## src/rtl/muldiv_pkg.sv

```systemverilog
// Shared definitions for the iterative multiply/divide unit: op encodings,
// FSM states and the counter-width helper.
package muldiv_pkg;

    localparam logic [1:0] OP_MULT  = 2'b00;
    localparam logic [1:0] OP_MULTU = 2'b01;
    localparam logic [1:0] OP_DIV   = 2'b10;
    localparam logic [1:0] OP_DIVU  = 2'b11;

    typedef enum logic [1:0] {
        IDLE,
        CALC,
        FIX
    } state_t;

    function automatic int clog2(input int value);
        int result;
        result = 0;
        for (int v = value - 1; v > 0; v = v >> 1) result++;
        return (result < 1) ? 1 : result;
    endfunction

endpackage

```

## src/rtl/twos_mag.sv

```systemverilog
// Conditional two's-complement negate; gives |x| when neg is the sign bit
// and applies a result sign when neg is the sign to apply.
module twos_mag #(
    parameter int W = 32
) (
    input  logic [W-1:0] value,
    input  logic         neg,
    output logic [W-1:0] result
);

    assign result = neg ? -value : value;

endmodule

```

## src/rtl/muldiv_unit.sv

```systemverilog
// Iterative MULT/MULTU/DIV/DIVU unit with architectural HI/LO registers,
// one result bit per cycle on operand magnitudes, signs restored at the end.
module muldiv_unit
    import muldiv_pkg::*;
#(
    parameter int WIDTH = 32
) (
    input  logic             clk,
    input  logic             reset,
    input  logic             start,
    input  logic [1:0]       op,
    input  logic [WIDTH-1:0] A,
    input  logic [WIDTH-1:0] B,
    input  logic             flush,
    input  logic             hi_we,
    input  logic             lo_we,
    input  logic [WIDTH-1:0] wdata,
    output logic             busy,
    output logic             done,
    output logic             div_zero,
    output logic [WIDTH-1:0] hi,
    output logic [WIDTH-1:0] lo
);

    localparam int CW = clog2(WIDTH);

    state_t             state, next_state;
    logic [CW-1:0]      cnt;
    logic               accept, commit;
    logic               is_div_r, neg_a_r, neg_b_r, b_zero_r;
    logic [WIDTH-1:0]   a_orig_r, b_mag_r, acc, lo_r;
    logic               in_signed;
    logic [WIDTH-1:0]   a_mag, b_mag;
    logic [WIDTH:0]     mul_sum, div_shift;
    logic [WIDTH-1:0]   div_diff;
    logic               div_ge;
    logic [2*WIDTH-1:0] prod_fixed;
    logic [WIDTH-1:0]   quo_fixed, rem_fixed;

    assign in_signed = ~op[0];

    twos_mag #(.W(WIDTH)) u_mag_a (.value(A), .neg(in_signed & A[WIDTH-1]), .result(a_mag));
    twos_mag #(.W(WIDTH)) u_mag_b (.value(B), .neg(in_signed & B[WIDTH-1]), .result(b_mag));

    twos_mag #(.W(2*WIDTH)) u_fix_prod (.value({acc, lo_r}), .neg(neg_a_r ^ neg_b_r), .result(prod_fixed));
    twos_mag #(.W(WIDTH))   u_fix_quo  (.value(lo_r), .neg(neg_a_r ^ neg_b_r), .result(quo_fixed));
    twos_mag #(.W(WIDTH))   u_fix_rem  (.value(acc),  .neg(neg_a_r),           .result(rem_fixed));

    // acc holds the running high half (multiply) or partial remainder (divide);
    // lo_r holds the multiplier being consumed or the dividend/quotient bits.
    assign mul_sum   = {1'b0, acc} + (lo_r[0] ? {1'b0, b_mag_r} : '0);
    assign div_shift = {acc, lo_r[WIDTH-1]};
    assign div_ge    = div_shift >= {1'b0, b_mag_r};
    assign div_diff  = div_shift[WIDTH-1:0] - b_mag_r;

    assign busy = (state != IDLE);

    always_ff @(posedge clk or posedge reset) begin
        if (reset) state <= IDLE;
        else       state <= next_state;
    end

    always_comb begin
        next_state = state;
        accept     = 1'b0;
        commit     = 1'b0;
        case (state)
            IDLE: begin
                if (start && !flush) begin
                    next_state = CALC;
                    accept     = 1'b1;
                end
            end
            CALC: begin
                if (flush)                        next_state = IDLE;
                else if (cnt == CW'(WIDTH - 1))   next_state = FIX;
            end
            FIX: begin
                next_state = IDLE;
                commit     = !flush;
            end
            default: next_state = IDLE;
        endcase
    end

    // Divide-by-zero overrides the natural result so signed DIV still
    // returns the untouched dividend in HI.
    always_ff @(posedge clk or posedge reset) begin
        if (reset) begin
            cnt      <= '0;
            is_div_r <= 1'b0;
            neg_a_r  <= 1'b0;
            neg_b_r  <= 1'b0;
            b_zero_r <= 1'b0;
            a_orig_r <= '0;
            b_mag_r  <= '0;
            acc      <= '0;
            lo_r     <= '0;
            hi       <= '0;
            lo       <= '0;
            done     <= 1'b0;
            div_zero <= 1'b0;
        end else begin
            done <= commit;
            if (accept) begin
                cnt      <= '0;
                is_div_r <= op[1];
                neg_a_r  <= in_signed & A[WIDTH-1];
                neg_b_r  <= in_signed & B[WIDTH-1];
                b_zero_r <= (B == '0);
                a_orig_r <= A;
                b_mag_r  <= b_mag;
                acc      <= '0;
                lo_r     <= a_mag;
            end else if (state == CALC) begin
                cnt <= cnt + 1'b1;
                if (is_div_r) begin
                    acc  <= div_ge ? div_diff : div_shift[WIDTH-1:0];
                    lo_r <= {lo_r[WIDTH-2:0], div_ge};
                end else begin
                    acc  <= mul_sum[WIDTH:1];
                    lo_r <= {mul_sum[0], lo_r[WIDTH-1:1]};
                end
            end

            if (commit) begin
                div_zero <= is_div_r & b_zero_r;
                if (is_div_r && b_zero_r) begin
                    hi <= a_orig_r;
                    lo <= '1;
                end else if (is_div_r) begin
                    hi <= rem_fixed;
                    lo <= quo_fixed;
                end else begin
                    hi <= prod_fixed[2*WIDTH-1:WIDTH];
                    lo <= prod_fixed[WIDTH-1:0];
                end
            end else if (state == IDLE) begin
                if (hi_we) hi <= wdata;
                if (lo_we) lo <= wdata;
            end
        end
    end

endmodule

```

## config.mk

```make
export PLATFORM = sky130hd
export DESIGN_NAME = muldiv_unit
export DESIGN_NICKNAME = d
export VERILOG_FILES = /design/src/rtl/muldiv_pkg.sv /design/src/rtl/twos_mag.sv /design/src/rtl/muldiv_unit.sv
export SDC_FILE = /design/constraint.sdc
export NUM_CORES = 1
export LEC_CHECK = 0
export BUFFER_PORTS_ARGS = -buffer_cell sky130_fd_sc_hd__buf_4
export CAP_MARGIN = 10
export CORE_MARGIN = 2
export CORE_UTILIZATION = 28
export DETAILED_ROUTE_END_ITERATION = 10
export GPL_TIMING_DRIVEN = 0
export PLACE_DENSITY_LB_ADDON = 0.3
export SLEW_MARGIN = 30
export SYNTH_ARGS = -nofsm -noshare
export SYNTH_HDL_FRONTEND = slang
export SYNTH_SLANG_ARGS = --single-unit
export TNS_END_PERCENT = 100
```

## constraint.sdc

```tcl
create_clock -name clk -period 11.85 [get_ports clk]
set_input_delay 2.37 -clock clk [delete_from_list [all_inputs] [get_ports clk]]
set_output_delay 2.37 -clock clk [all_outputs]
set_load 0.03 [all_outputs]
```

# Word-level counts from Yosys, hierarchy flattened
# Index checks and enable logic that the tools add are counted.
# totals
input_bits	104
out_inout_bits	67
elab_cells	78
ff_bits	205
# op_classes
n_reduce_logical	13
n_lt_le_gt_ge	1
n_bitwise	5
n_addsub	8
muxes	32
n_eq_ne	5
# op_table
operator	count
$mux 32	22
$neg 32->32	4
$mux 64	1
$neg 64->64	1
$add 32x32->33	1
$ge 33x32->1	1
$logic_not 32->1	1
$sub 32x32->32	1
$mux 5	2
$reduce_bool 2->1	5
$mux 2	3
$reduce_and 2->1	3
$add 5x1->5 const B	1
$eq 5x5->1 const B	1
$pmux 2 s2	1
$and 1x1->1	3
$mux 1	3
$ne 3x3->1 const B	1
$eq 2x1->1 const B	1
$eq 2x2->1 const B	1
$logic_and 1x1->1	2
$logic_not 2->1	1
$ne 2x2->1 const B	1
$logic_not 1->1	1
other kinds (2)	2

# Logic depth before layout (Yosys ltp)
# depth
ltp_word	5
ltp_mapped	15
ltp_nobuf	13

# Hierarchy
# A second synthesis with hierarchy kept.
# hier_totals
hier_cells	2142
area_unflattened_um2	18053.6
# modules_own_cells
module	cells_per_inst	seq_area_each_um2	n_inst	area_per_inst_um2
muldiv_unit	1512	5129.9	1	13531.7
twos_mag at u_fix_quo ...	108	0.0	4	767.0
twos_mag at u_fix_prod	198	0.0	1	1453.9

# Worst setup path after synthesis
# Ideal clock, no wire load.
# synth_timing
kind	input-to-reg
startpoint	input B[8]
endpoint	register b_mag_r[28]
cell_stages	9
n_path_buf	0
slack_ps	7314
required_time_ps	11721
arrival_ps	4407
setup_time_ps	129
path_cell_list	or4_4 -> nor4_2 -> nand2b_1 -> or3_1 -> nor2_1 -> nand3_1 -> o41ai_2 -> xor2_1 -> o21ai_1
# synth_between
elab_chain_cells	2
# synth_rtl
element	line_no	source
start, declared	muldiv_unit.sv:13	input logic [WIDTH-1:0] B,
$neg 32->32	twos_mag.sv:11	assign result = neg ? -value : value;
$mux 32	twos_mag.sv:11	
end signal, assigned	muldiv_unit.sv:112	b_mag_r <= b_mag;
end, declared	muldiv_unit.sv:31	logic [WIDTH-1:0] a_orig_r, b_mag_r, acc, lo_r;
# Every way passes these cells.
# A chain may end at the register's enable or synchronous reset.

# Worst setup path after layout
# layout_timing
startpoint	register lo_r[0]
endpoint	register acc[30]
# layout_between
elab_chain_cells	5
# layout_rtl
element	line_no	source
start, declared	muldiv_unit.sv:31	
start signal, assigned	muldiv_unit.sv:114	lo_r <= a_mag;
start signal, assigned	muldiv_unit.sv:119	lo_r <= {lo_r[WIDTH-2:0], div_ge};
start signal, assigned	muldiv_unit.sv:122	lo_r <= {mul_sum[0], lo_r[WIDTH-1:1]};
$mux 32	muldiv_unit.sv:51	assign mul_sum = {1'b0, acc} + (lo_r[0] ? {1'b0, b_mag_r} : '0);
$add 32x32->33	muldiv_unit.sv:51	
$mux 32	muldiv_unit.sv:117	if (is_div_r) begin
$mux 32	muldiv_unit.sv:115	end else if (state == CALC) begin
$mux 32	muldiv_unit.sv:105	if (accept) begin
end signal, assigned	muldiv_unit.sv:118	acc <= div_ge ? div_diff : div_shift[WIDTH-1:0];
end signal, assigned	muldiv_unit.sv:121	acc <= mul_sum[WIDTH:1];
end, declared	muldiv_unit.sv:31	
# Every way passes these cells. The select of a mux whose other input is x is not followed.

==> flow_summary.yaml <==
status:
  status: "finished clean"
pwr:
  p_seq_share_pct: 25.9
  pwr-share-clk_pct: 18.0
  internal-power_w: 0.00224
  net-switching-power_w: 0.00213
  ir_drop_uv: 103
  power_w: 0.00437
  combPwrFrac_pct: 56.1
  p_sw_share_pct: 48.8
  powerDensity_nw_per_um2: 229
  leakage_nw: 8.32
worst_setup_path:
  cp-endpoint: "acc[30]$_DFFE_PP0P_"
  endpoint_kind: "flip-flop"
  crit_chain: "clkbuf_1 -> inv_1 -> clkbuf_1 -> nor2_1 -> ha_1 -> o211ai_1 -> o21ai_0 -> o2111a_1 -> o21ai_0 -> o31ai_1 -> a311oi_1 -> xnor2_1 -> nor2_1 -> o41ai_1"
  r2r_setup_slack_ns: 7.22
  reg2reg_depth: 14
  crit_arrival_ns: 5.09
  cp_max_fo: 10
  slowest_delay_ns: 0.54
  startpoint_type: "flip-flop"
  r2r_end: "acc[30]$_DFFE_PP0P_"
  criticalPathCategory: "reg2reg"
  required_ns: 12.30
  crit_start: "lo_r[0]$_DFFE_PP0P_"
  worstReg2RegStart: "lo_r[0]$_DFFE_PP0P_"
  crit_slowest_cell: "clkbuf_1"
placed_design:
  pre_cts_slack_ns: 6.59
  placed_cells: 2939
  place.gp.congestion: 0.964
  hpwl_um: 53300
  port_buffers: 170
sta:
  finalMaxSlewViolations: 0
  max_freq_mhz: 216
  finalSetupTns_ns: 0
  rsz0062_at_grt: "no"
  finClkSkew_ns: 0.0186
  fin_crit_sh_pct: 39.1
  fin_ws_ns: 7.22
  max_slew_margin_pct: 35.9
  tightest_slew_ns: 0.954
  hold_violations: 0
  setup_viol_count_final: 0
  period_minus_slack_ns: 4.63
finish:
  fin_cells: 2982
  nets: 2388
  utilization_pct: 33.8
  drive_above_1_share_pct: 11.4
  area_delta_synth_final_pct: 19.4
  n_antenna_cell: 0
route:
  vias: 16300
  drc: 0
  via_per_inst: 5.46
  drt_iter0_drc: 1340
  dr.pass1.iters: 6
  wirelength_um: 65900
  drt.antenna.violating_nets: 0
  avgRoutedWirePerCell_um: 22.1
clock_network:
  cts.sinks: 205
  clk_pin_slew_ns: 0.06
  post_cts_buffers: 0
  root_buffer: "clkbuf_16"
  cts_resized: 0
  htreeDepth: 1
  cts_buffers: 27
  insertion_delay_ns: 0.57
  cts_tree: "built"
  hold_buffers: 0
  max-clock-path-buffers: 3
synthesis:
  synth-seq-cells: 205
  yosys_warnings: 0
  synth_nets: 2187
  synth_cell_types: 78
  synthArstFlopShare_pct: 100
  netlist_area_um2: 16000
  avgSynthCellArea_um2: 7.96
  synth-edff-count: 0
  synthCells: 2011
  yosysSeqAreaShare_pct: 32.1
  synth-main-ff-cell: "dfrtp_1"
grt:
  grt_first_pass_wirelength_um: 98100
  grt_max_degree: 87
  overflow: 0
  grt_pass1_vias: 15700
  grt_util_all_layers_pct: 21.5
  antenna_found_initial: 0
die:
  core_um2: 56500
  die_area_um2: 59100
  initial_core_util_pct: 28.3
  die_height_um: 243
  die_w_um: 243
  ioPinCount: 171
  rows: 87
run:
  maxCapViolations: 0
hold_path:
  hold_class: "reg2reg"
  min_path_cells: 2
## metrics by stage
stage / hold slack [ns] / cell area [µm²]
floorplan: 0.441 / 16000
global placement: 0.463 / 18200
detailed placement: 0.466 / 18300
CTS: 0.478 / 19100
global route: 0.508 / 19100
finish: 0.477 / 19100
## power groups by stage
stage               logic (W)  registers, W  clock network (W)
floorplan             0.00162       0.00109                  0
global placement      0.00239       0.00113                  0
detailed placement    0.00241       0.00113                  0
CTS                   0.00242       0.00112           0.000796
global route          0.00266       0.00115           0.000819
finish                0.00245       0.00113           0.000786
## cells in the final DEF (no fill, tap or decap), types with 70 or more instances in the layout
cell type and count:
nor2_1 131, a21oi_1 133, ha_1 70, buf_4 175, dfrtp_1 205, xnor2_1 78, o21ai_0 173, nand2_1 355
xor2_1 81, clkbuf_1 114
## cell type report
type | instances | area (µm²)
multi-input cells | 1613 | 10100
clock inverters | 9 | 97.6
clock buffers | 34 | 722
inverters | 62 | 240
fillers | 6041 | 37400
plain buffers | 131 | 518
repair buffers | 172 | 1330
well taps | 756 | 946
flip-flops and latches | 205 | 5130
## worst min-delay path by stage
stage                             start                       end  slack, ns
6_report        b_mag_r[11]$_DFFE_PP0P_   b_mag_r[11]$_DFFE_PP0P_       0.48
5_1_grt         b_mag_r[19]$_DFFE_PP0P_   b_mag_r[19]$_DFFE_PP0P_       0.51
4_1_cts         a_orig_r[0]$_DFFE_PP0P_   a_orig_r[0]$_DFFE_PP0P_       0.48
3_5_place_dp    a_orig_r[0]$_DFFE_PP0P_   a_orig_r[0]$_DFFE_PP0P_       0.47
3_3_place_gp    a_orig_r[0]$_DFFE_PP0P_   a_orig_r[0]$_DFFE_PP0P_       0.46
2_1_floorplan  a_orig_r[13]$_DFFE_PP0P_  a_orig_r[13]$_DFFE_PP0P_       0.44
## flip-flops by register name (all words and copies together), names as in the netlist, 2 cells and up
signal and flops:
a_orig_r 32, lo 32, lo_r 32, acc 32, state 2, cnt 5, hi 32, b_mag_r 32
## logic make-up after synthesis
logic type | share of synthesized area, %
and+or+nand+nor | 20.5
AOI/OAI and AO/OA | 23.9
DFF | 32.1
buffers and inverters | 4.69
xor gates and xnor gates | 8.70
adders and majority gates | 5.72
muxes | 4.44
## worst max-delay path: cells and delay by family, from the launching register on
kind | cells | cell delay [ns]
buffers and inverters | 3 | 1.29
adder cells (fa/ha/maj) | 1 | 0.22
AO/OA/AOI/OAI | 7 | 2.22
AND/OR/NAND/NOR | 2 | 0.27
flip-flops | 1 | 0.32
XOR/XNOR | 1 | 0.19
## synthesized netlist by cell type (27+ instances only)
| master | n | area share (%) |
|---|---|---|
| nand2_1 | 355 | 8.3 |
| dfrtp_1 | 205 | 32 |
| o21ai_0 | 173 | 5.4 |
| a21oi_1 | 133 | 4.2 |
| nor2_1 | 131 | 3.1 |
| clkbuf_1 | 109 | 2.6 |
| xor2_1 | 81 | 4.4 |
| xnor2_1 | 78 | 4.3 |
| ha_1 | 70 | 5.5 |
| inv_1 | 62 | 1.5 |
| mux2i_1 | 62 | 3.9 |
| nand3_1 | 52 | 1.6 |
| nor3_1 | 40 | 1.3 |
| a21o_1 | 39 | 1.8 |
| o31ai_1 | 34 | 1.6 |
| a32oi_1 | 29 | 1.6 |
| a31oi_1 | 27 | 1.1 |
| o211ai_1 | 27 | 1.3 |
## layer usage
metal	vias up	share of wire (%)	global-route usage [%]
li1	7630	-	-
met1	7882	44	28.8
met2	671	46	35.4
met3	112	6.4	2.65
met4	0	4.3	8.25
met5	-	0	0
Power figures use the tool's default switching activity.
